### src/rtl/sd_pkg.sv
// Shared types and saturation helpers for the sd_mod_multi sigma-delta modulator.
package sd_pkg;

    typedef enum logic {
        SD_ORDER1 = 1'b0,
        SD_ORDER2 = 1'b1
    } sd_order_e;

    localparam int SD_WIDE = 128;
    typedef logic signed [SD_WIDE-1:0] sd_wide_t;

    function automatic sd_wide_t sd_maxpos(input int w);
        return (sd_wide_t'(1) <<< (w - 1)) - sd_wide_t'(1);
    endfunction

    function automatic sd_wide_t sd_maxneg(input int w);
        return -sd_maxpos(w) - sd_wide_t'(1);
    endfunction

    function automatic sd_wide_t sd_fb(input int shift);
        return sd_wide_t'(1) <<< shift;
    endfunction

    function automatic sd_wide_t sd_sat(input sd_wide_t x, input int w);
        if (x > sd_maxpos(w)) begin
            return sd_maxpos(w);
        end
        if (x < sd_maxneg(w)) begin
            return sd_maxneg(w);
        end
        return x;
    endfunction

    // a + b - c evaluated wide enough that it can never wrap, then clamped
    function automatic sd_wide_t sd_sat_add(input sd_wide_t a, input sd_wide_t b,
                                            input sd_wide_t c, input int w);
        return sd_sat(a + b - c, w);
    endfunction

endpackage

### src/rtl/sd_sat_integrator.sv
// Clamped accumulator: acc <= sat(acc + inc - fb) with enable, clear and saturation flag.
module sd_sat_integrator
    import sd_pkg::*;
#(
    parameter int                          BITWIDTH = 40,
    parameter logic signed [BITWIDTH-1:0]  RESETVAL = '0
) (
    input  logic                       clk,
    input  logic                       reset,
    input  logic                       en_i,
    input  logic                       clr_i,
    input  logic signed [BITWIDTH-1:0] inc_i,
    input  logic signed [BITWIDTH-1:0] fb_i,
    output logic signed [BITWIDTH-1:0] q_o,
    output logic signed [BITWIDTH-1:0] nx_o,
    output logic                       sat_o
);

    logic signed [BITWIDTH-1:0] acc_q;
    sd_wide_t                   raw;
    sd_wide_t                   clamped;

    always_comb begin
        raw     = sd_wide_t'(acc_q) + sd_wide_t'(inc_i) - sd_wide_t'(fb_i);
        clamped = sd_sat_add(sd_wide_t'(acc_q), sd_wide_t'(inc_i),
                             sd_wide_t'(fb_i), BITWIDTH);
    end

    assign nx_o  = clamped[BITWIDTH-1:0];
    assign sat_o = (clamped != raw);
    assign q_o   = acc_q;

    always_ff @(posedge clk) begin
        if (reset) begin
            acc_q <= RESETVAL;
        end else if (clr_i) begin
            acc_q <= RESETVAL;
        end else if (en_i) begin
            acc_q <= nx_o;
        end
    end

endmodule

### src/rtl/sd_mod_multi.sv
// First/second-order sigma-delta modulator with coefficient bank and sticky saturation.
// Define SD_OVL_RECOVER_EN to clear the integrators after OVL_LIMIT saturated cycles.
module sd_mod_multi
    import sd_pkg::*;
#(
    parameter int                          BITWIDTH  = 40,
    parameter int                          NCOEF     = 4,
    parameter int                          FB_SHIFT  = 16,
    parameter logic signed [BITWIDTH-1:0]  RESETVAL  = '0,
    parameter int                          OVL_LIMIT = 8
) (
    input  logic                       clk,
    input  logic                       reset,
    input  logic                       en,
    input  logic                       order_sel,
    input  logic [$clog2(NCOEF)-1:0]   sel,
    input  logic                       coef_wr_en,
    input  logic [$clog2(NCOEF)-1:0]   coef_wr_addr,
    input  logic signed [BITWIDTH-1:0] coef_wr_data,
    input  logic                       sat_clr,
    output logic                       bs_out,
    output logic                       sat_flag,
    output logic                       ovl_event
);

    localparam int SW = $clog2(NCOEF);
    localparam logic signed [BITWIDTH-1:0] F = BITWIDTH'(sd_fb(FB_SHIFT));

    logic signed [BITWIDTH-1:0] coef_q [NCOEF];
    logic [SW-1:0]              sel_q;
    sd_order_e                  order_q;
    logic                       bs_q, bs_d;
    logic                       satf_q, satf_d;

    logic signed [BITWIDTH-1:0] k, fb;
    logic signed [BITWIDTH-1:0] i1_q, i2_q, i1_nx, i2_nx;
    logic                       s1, s2, sat_any;
    logic                       mismatch, ovl_fire, clr, i2_en;

    assign k        = coef_q[sel_q];
    assign fb       = bs_q ? F : -F;
    assign mismatch = (order_q != sd_order_e'(order_sel));
    assign clr      = mismatch | ovl_fire;
    assign i2_en    = en & (order_q == SD_ORDER2);
    assign sat_any  = (en & s1) | (i2_en & s2);

    sd_sat_integrator #(.BITWIDTH(BITWIDTH), .RESETVAL(RESETVAL)) u_i1 (
        .clk   (clk),
        .reset (reset),
        .en_i  (en),
        .clr_i (clr),
        .inc_i (k),
        .fb_i  (fb),
        .q_o   (i1_q),
        .nx_o  (i1_nx),
        .sat_o (s1)
    );

    sd_sat_integrator #(.BITWIDTH(BITWIDTH), .RESETVAL(RESETVAL)) u_i2 (
        .clk   (clk),
        .reset (reset),
        .en_i  (i2_en),
        .clr_i (clr),
        .inc_i (i1_q),
        .fb_i  (fb),
        .q_o   (i2_q),
        .nx_o  (i2_nx),
        .sat_o (s2)
    );

    always_comb begin
        bs_d   = bs_q;
        satf_d = satf_q;
        if (clr) begin
            bs_d = 1'b0;
        end else if (en) begin
            bs_d = (order_q == SD_ORDER2) ? ~i2_nx[BITWIDTH-1]
                                          : ~i1_nx[BITWIDTH-1];
        end
        // a clamp discarded by a clear never reaches the integrators
        if (sat_any && !clr) begin
            satf_d = 1'b1;
        end else if (sat_clr) begin
            satf_d = 1'b0;
        end
    end

    always_ff @(posedge clk) begin
        if (reset) begin
            for (int i = 0; i < NCOEF; i++) begin
                coef_q[i] <= '0;
            end
            sel_q   <= '0;
            order_q <= SD_ORDER1;
            bs_q    <= 1'b0;
            satf_q  <= 1'b0;
        end else begin
            if (coef_wr_en) begin
                coef_q[coef_wr_addr] <= coef_wr_data;
            end
            sel_q   <= sel;
            order_q <= sd_order_e'(order_sel);
            bs_q    <= bs_d;
            satf_q  <= satf_d;
        end
    end

`ifdef SD_OVL_RECOVER_EN
    localparam int CW = $clog2(OVL_LIMIT + 1);

    logic [CW-1:0] cnt_q, cnt_d;
    logic          ovl_q;

    assign ovl_fire = (cnt_q == CW'(OVL_LIMIT));

    always_comb begin
        cnt_d = cnt_q;
        if (clr) begin
            cnt_d = '0;
        end else if (en) begin
            cnt_d = sat_any ? cnt_q + CW'(1) : '0;
        end
    end

    always_ff @(posedge clk) begin
        if (reset) begin
            cnt_q <= '0;
            ovl_q <= 1'b0;
        end else begin
            cnt_q <= cnt_d;
            ovl_q <= ovl_fire;
        end
    end

    assign ovl_event = ovl_q;
`else
    assign ovl_fire  = 1'b0;
    assign ovl_event = 1'b0;
`endif

    assign bs_out   = bs_q;
    assign sat_flag = satf_q;

endmodule

### config.mk
export PLATFORM = sky130hd
export DESIGN_NAME = sd_mod_multi
export DESIGN_NICKNAME = d
export VERILOG_FILES = /design/src/rtl/sd_pkg.sv /design/src/rtl/sd_sat_integrator.sv /design/src/rtl/sd_mod_multi.sv
export SDC_FILE = /design/constraint.sdc
export NUM_CORES = 1
export LEC_CHECK = 0
export CAP_MARGIN = 20
export CORE_ASPECT_RATIO = 2
export CORE_MARGIN = 2
export CORE_UTILIZATION = 35
export CTS_BUF_LIST = sky130_fd_sc_hd__clkbuf_8
export CTS_CLUSTER_SIZE = 12
export DETAILED_ROUTE_END_ITERATION = 16
export DONT_BUFFER_PORTS = 1
export PLACE_DENSITY_LB_ADDON = 0.25
export SYNTH_ARGS = -nofsm -noshare
export SYNTH_HDL_FRONTEND = slang
export SYNTH_SLANG_ARGS = --single-unit
### constraint.sdc
create_clock -name clk -period 7.6 [get_ports clk]
set_clock_uncertainty 0.15 [all_clocks]
set_input_delay 1.52 -clock clk [delete_from_list [all_inputs] [get_ports clk]]
set_output_delay 1.52 -clock clk [all_outputs]
set_load 0.05 [all_outputs]
==> results of run 1 <==
-- sequential cells by signal (all words and copies together) (netlist names), named ones only --
register and flops:
bs_out 1, order_q 1, u_i1.q_o 40, sat_flag 1
coef_q 160, u_i2.q_o 40
-- per-stage QoR --
| stage | instances | hold slack [ns] | utilization |
|---|---|---|---|
| detailed placement | 2228 | 0.3241 | 0.3661 |
| global route | 2303 | 0.3494 | 0.3852 |
| floorplan | 1665 | 0.2995 | - |
| finish | 2303 | 0.3261 | 0.3852 |
| CTS | 2301 | 0.3325 | 0.3845 |
| global placement | 2227 | 0.3139 | 0.3655 |
-- cells by family after synthesis --
group	count (synthesis)
AO/OA/AOI/OAI	472
AND/OR/NAND/NOR	454
flip-flops	245
buffers and inverters	225
adder cells (fa/ha/maj)	160
XOR/XNOR	64
multiplexers	44
other	1
-- worst paths after layout --
kind | from | endpoint | cells past startpoint
worst max-delay path | register | u_i1.q_o[11]$_SDFFE_PP0P_ | 15
worst max register to register | register | u_i1.q_o[11]$_SDFFE_PP0P_ | 15
worst min register to register | u_i2.q_o[14]$_SDFFE_PP0P_ | u_i2.q_o[14]$_SDFFE_PP0P_ | 2
worst min-delay path | u_i2.q_o[14]$_SDFFE_PP0P_ | u_i2.q_o[14]$_SDFFE_PP0P_ | 2
-- power by group --
part           total [mW]  switching [mW]  leakage [nW]  internal [mW]
clock network        1.24           0.554         0.484          0.688
registers            1.60          0.0773          2.26           1.53
logic                1.95            1.20          4.50          0.756
-- final cells by class --
type / instances / area [um2] / area share
clock inverter: 28 / 251.5 / 0.01383
multi-input combinational: 1195 / 9304 / 0.5115
inverter: 136 / 510.5 / 0.02807
tap: 632 / 790.8 / 0.04348
timing repair buffer: 21 / 197.7 / 0.01087
antenna: 1 / 2.502 / 0.0001376
sequential: 245 / 6513 / 0.3581
clock buffer: 45 / 619.3 / 0.03405
-- cell usage in the layout (no fill, tap or decap), drive strengths merged, types with 10 or more instances in the layout --
master | Yosys | layout
and2 | 169 | 169
buf | 21 | 21
a21o | 28 | 28
o21bai | 12 | 12
nand2b | 20 | 20
a31oi | 48 | 48
ha | 114 | 114
xnor2 | 45 | 45
a211oi | 14 | 14
a21oi | 123 | 123
edfxtp | 160 | 160
a221oi | 16 | 16
mux4 | 40 | 40
inv | 135 | 149
xor2 | 19 | 19
dfxtp | 85 | 85
nand2 | 109 | 109
o21a | 10 | 10
and3 | 10 | 10
nand3 | 24 | 24
o211ai | 20 | 20
o21ai | 142 | 142
nor3 | 13 | 13
clkbuf | 68 | 45
fa | 46 | 46
nand4 | 14 | 14
nor2 | 56 | 56
-- metal layers --
metal	share of wire	vias to the layer above	track usage	wire [um]
met5	0	-	0	0
met4	0.024	0	0.04832	967
met3	0.048	67	0.03203	1932
met2	0.47	223	0.2762	19180
met1	0.45	5649	0.2264	18310
li1	-	5987	-	-
-- worst max-delay path, delay by kind of cell, from the launching register on --
kind            cells  cell delay (ns)
flops               1             0.62
mux                 2             0.90
buf+inv             2             0.82
fa+ha+maj           2             0.92
compound gates      9             1.98
==> results.toml, run 1 <==
[outcome]
status = "completed"

[timing]
finalHoldViolations = 0
final_max_slew_viol_count = 0
worst_pin_slew_ns = 1.061
setup_ws_ns = 2.119
tns_ns = 0
post-route-period-util = 0.7212
maxSlewHeadroom = 0.2894
finalSetupViolCount = 0
rsz0062_at_grt = "false"
post-route-min-period_ns = 5.481
max_freq_ghz = 0.1825

[global_routing]
grt_pass1_wl_um = 66160
grt_pass1_vias = 12230
gr-total-overflow = 0
grt_max_degree = 79
track_usage = 0.1685
antenna_found_initial = 1

[critical_path]
crit_chain = "buf_4 > mux4_2 > fa_1 > ha_1 > a21o_1 > a21o_1 > a21o_1 > a21o_1 > a21o_1 > a31o_2 > mux2_4 > a2111oi_4 > buf_4 > o211ai_1 > a31oi_1"
reg2reg_slack_ns = 2.12
cp_slowest_stage_delay_ns = 0.62
crit_type = "register to register"
crit_top_cell = "a21o_1"
arrival_ns = 5.84
worstPathRequired_ns = 7.96
endpoint_kind = "register"
cp_max_fo = 39
slowest_stage = "dfxtp_2"
critPathLaunchType = "register"

[cts]
cts_num_sinks = 245
clk_pin_slew_ns = 0.06
h-tree-depth = 2
clock_latency_ns = 0.58
clock_path_buffers = 3
hold_buffers = 0
numCtsBuffers = 40
post-cts-setup-buffers = 0
ctsResizeCount = 0
tritoncts = "built"
cts-root-buf = "clkbuf_8"

[route]
drtIter0Drc = 638
drt-pass1-iter-count = 5
wl_per_cell_um = 17.54
viasPerCell = 5.178
wl_um = 40390
drc_errors = 0
ant_nets = 0
dr_total_vias = 11930

[yosys]
ys_seq_area_frac = 0.3913
ys_types = 78
synth_top_family_by_area = "compound AO/OA/AOI/OAI gates"
synth_seq_cells = 245
synthesis.nets = 1875
yosysWarnings = 0
synthSimpleGateAreaFrac = 0.1452
synthAdderAreaFrac = 0.1412
synth_ff_type = "edfxtp_1"
synthesis.instances = 1665
synth_edf_count = 160
syn_area_mm2 = 0.01663
synth_common_cells = "and2_1 (166), edfxtp_1 (160), o21ai_0 (137)"
async_reset_ff_frac = 0
synth_xor_area_frac = 0.03371
synth_top_area_share = 0.2889
synth_mux_area_frac = 0.05696
synth_compound_area_frac = 0.1783
synth.top_cells.by_area = "edfxtp_1 (29%), dfxtp_1 (10%), ha_1 (8.6%)"
yosysTopAreaCell = "edfxtp_1"
syn_avg_cell_area_um2 = 9.987
yosysMostFrequentCell = "and2_1"

[power]
power_mw = 4.800
pwr_density_cell_mw_per_mm2 = 263.9
ir_worst_vdd_v = 0.0001643
p_leak_nw = 7.236

[die]
die_w_um = 158.1
core-area_mm2 = 0.04722
row_count = 113
fp.dieH_um = 312.3
die_area_mm2 = 0.04937
start_util = 0.3521
ios = 53

[placed_design]
post-place-ws_ns = 2.094
placed_cell_area_mm2 = 0.01729
gp_congestion = 0.9059
portBuffers = 0
hpwl_um = 29170

[final_layout]
area_growth_pct = 9.383
final_nets = 1849
design_area_mm2 = 0.01819
fillers = 4819
drive_above_1_share = 0.09341

[flow_run]
drv_cap = 0

[hold_path]
worstHoldPathType = "register to register"
Note: power is estimated with default switching activity, not from simulation.
==> run 2: changes to the inputs <==
Clock period 7.6 ns to 4.7 ns, I/O delays scaled along.
==> run 2 against run 1 <==
  * Via count is 1.5% higher
  * Sequential share of layout area is 1.1 points lower
  * Sequential power is 61% higher
  * Setup slack worse by 1.9 ns
  * Final cell count is 2.6% higher
  * Design area is 3.2% higher
  * Register-to-register slack worse by 1.9 ns
  * Routed wire length is 2.0% higher
  * Critical path type unchanged
  * Critical endpoint is now u_i1.q_o[1]$_SDFFE_PP0P_
  * Largest cell class unchanged
  * Largest power group unchanged
==> results.toml, run 2 (same netlist as run 1, synthesis figures left out) <==
[global_routing]
track_usage = 0.1702
grt_pass1_wl_um = 66480
grt_max_degree = 79
antenna_found_initial = 1
gr-total-overflow = 0
grt_pass1_vias = 12490

[timing]
post-route-min-period_ns = 4.497
finalHoldViolations = 0
setup_ws_ns = 0.2026
max_freq_ghz = 0.2224
maxSlewHeadroom = 0.3037
final_max_slew_viol_count = 0
post-route-period-util = 0.9569
rsz0062_at_grt = "true"
finalSetupViolCount = 0
worst_pin_slew_ns = 1.044
fin_hold_ws_ns = 0.2663

[power]
p_leak_nw = 7.543
ir_worst_vdd_v = 0.0002341
power_mw = 7.926
pwr_density_cell_mw_per_mm2 = 422.2

[die]
row_count = 113
ios = 53
start_util = 0.3521
fp.dieH_um = 312.3
core-area_mm2 = 0.04722
die_area_mm2 = 0.04937
die_w_um = 158.1

[placed_design]
post-place-ws_ns = 0.09983
portBuffers = 0
dp.cells = 2284
gp_congestion = 0.8946
hpwl_um = 30370

[route]
viasPerCell = 5.125
highest_layer = "met4"
drt-pass1-iter-count = 4
wl_um = 41200
dr_total_vias = 12110
drtIter0Drc = 512
route.met3.wl_um = 1799
ant_nets = 0
wl_met1_um = 18180
wl_per_cell_um = 17.44
dr_wl_met2_um = 20180
drc_errors = 0

[cts]
clk_pin_slew_ns = 0.06
cts-root-buf = "clkbuf_8"
clock_path_buffers = 3
tritoncts = "built"
numCtsBuffers = 41
h-tree-depth = 2
clock_latency_ns = 0.58
cts_num_sinks = 245

[critical_path]
slowest_stage = "mux4_2"
cp_max_fo = 20
critPathLaunchType = "register"
cp_slowest_stage_delay_ns = 0.53
critPathTopFamily = "compound AO/OA/AOI/OAI gates"
crit_type = "register to register"
worstPathRequired_ns = 5.04
arrival_ns = 4.83
endpoint_kind = "register"
crit_buf_inv = 5
crit_chain = "buf_12 > buf_6 > mux4_2 > fa_1 > ha_1 > buf_4 > nand2_1 > o21ai_0 > o21ai_0 > a21oi_1 > a211oi_2 > o211ai_1 > xnor2_2 > a2111oi_4 > buf_4 > buf_12 > o221ai_1 > a31oi_1"

[final_layout]
largest_reg_flops = 160
fillers = 4722
area_growth_pct = 12.88
drive_above_1_share = 0.1336
fin_cells = 2362
final_util = 0.3975
top_register = "coef_q"
final_nets = 1913
mostFrequentLayoutCells = "and2_1 (166), edfxtp_1 (160), inv_1 (142), o21ai_0 (136), a21oi_1 (121)"
layout_commonest_cell = "and2_1"

[hold_path]
hp-start = "reset"
worstHoldPathType = "primary input to register"

[outcome]
status = "completed"

[flow_run]
drv_cap = 0
## run 2: changes by cell type in the layout (fill, tap and decap cells not counted), moves of 3 or more
cell       delta
buf_4        +54
buf_12        +8
inv_1         -6
clkinv_1      +5
a211oi_1      -3
a211oi_2      +3
bufinv_16     -3
## run 2: worst paths after layout
check                              end  slack (ns)  cells past startpoint
max           u_i1.q_o[1]$_SDFFE_PP0P_        0.20                     18
min                           register        0.27                      1
max reg2reg   u_i1.q_o[1]$_SDFFE_PP0P_        0.20                     18
min reg2reg  u_i2.q_o[10]$_SDFFE_PP0P_        0.33                      2
## run 2: repair_timing
item | in CTS | in global routing
resized for setup | 0 | 20
setup endpoints to repair | 0 | 79
setup buffers | 0 | 7
hold buffers | 0 | 0
## run 2: cell type report
class | count | area (um2) | share of cell area
flip-flops and latches | 245 | 6515 | 0.3471
diodes | 1 | 2.502 | 0.0001333
clock inverters | 23 | 150.1 | 0.007999
clock buffers | 46 | 633.1 | 0.03373
multi-input cells | 1195 | 9397 | 0.5006
repair buffers | 84 | 772.0 | 0.04113
well taps | 632 | 790.8 | 0.04213
inverters | 136 | 510.5 | 0.02720
## run 2: per-stage QoR
| step | setup TNS (ns) | area (um2) |
|---|---|---|
| CTS | 0 | 18590 |
| finish | 0 | 18770 |
| global placement | 0 | 17780 |
| detailed placement | 0 | 17810 |
| global route | -0.05024 | 18770 |
| floorplan | 0 | 16630 |
## run 2: power breakdown
| part | internal [mW] | total, mW | switching, mW |
|---|---|---|---|
| registers | 2.47 | 2.58 | 0.114 |
| logic | 1.48 | 3.51 | 2.03 |
| clock network | 0.959 | 1.83 | 0.873 |
| total | 4.90 | 7.93 | 3.02 |
## run 2: worst register-to-register path: cells and delay by family (launching register included)
kind                     cells  cell delay [ns]
multiplexers                 1             0.53
adder cells (fa/ha/maj)      2             0.79
XOR/XNOR                     1             0.21
buffers and inverters        5             0.82
AND/OR/NAND/NOR              1             0.09
AO/OA/AOI/OAI                8             1.42
flip-flops                   1             0.37
## run 2: metal layers
| metal | up-vias | track usage |
|---|---|---|
| met1 | 5755 | 0.2207 |
| met5 | - | 0 |
| met4 | 0 | 0.04934 |
| met2 | 200 | 0.2897 |
| met3 | 58 | 0.02953 |
| li1 | 6092 | - |
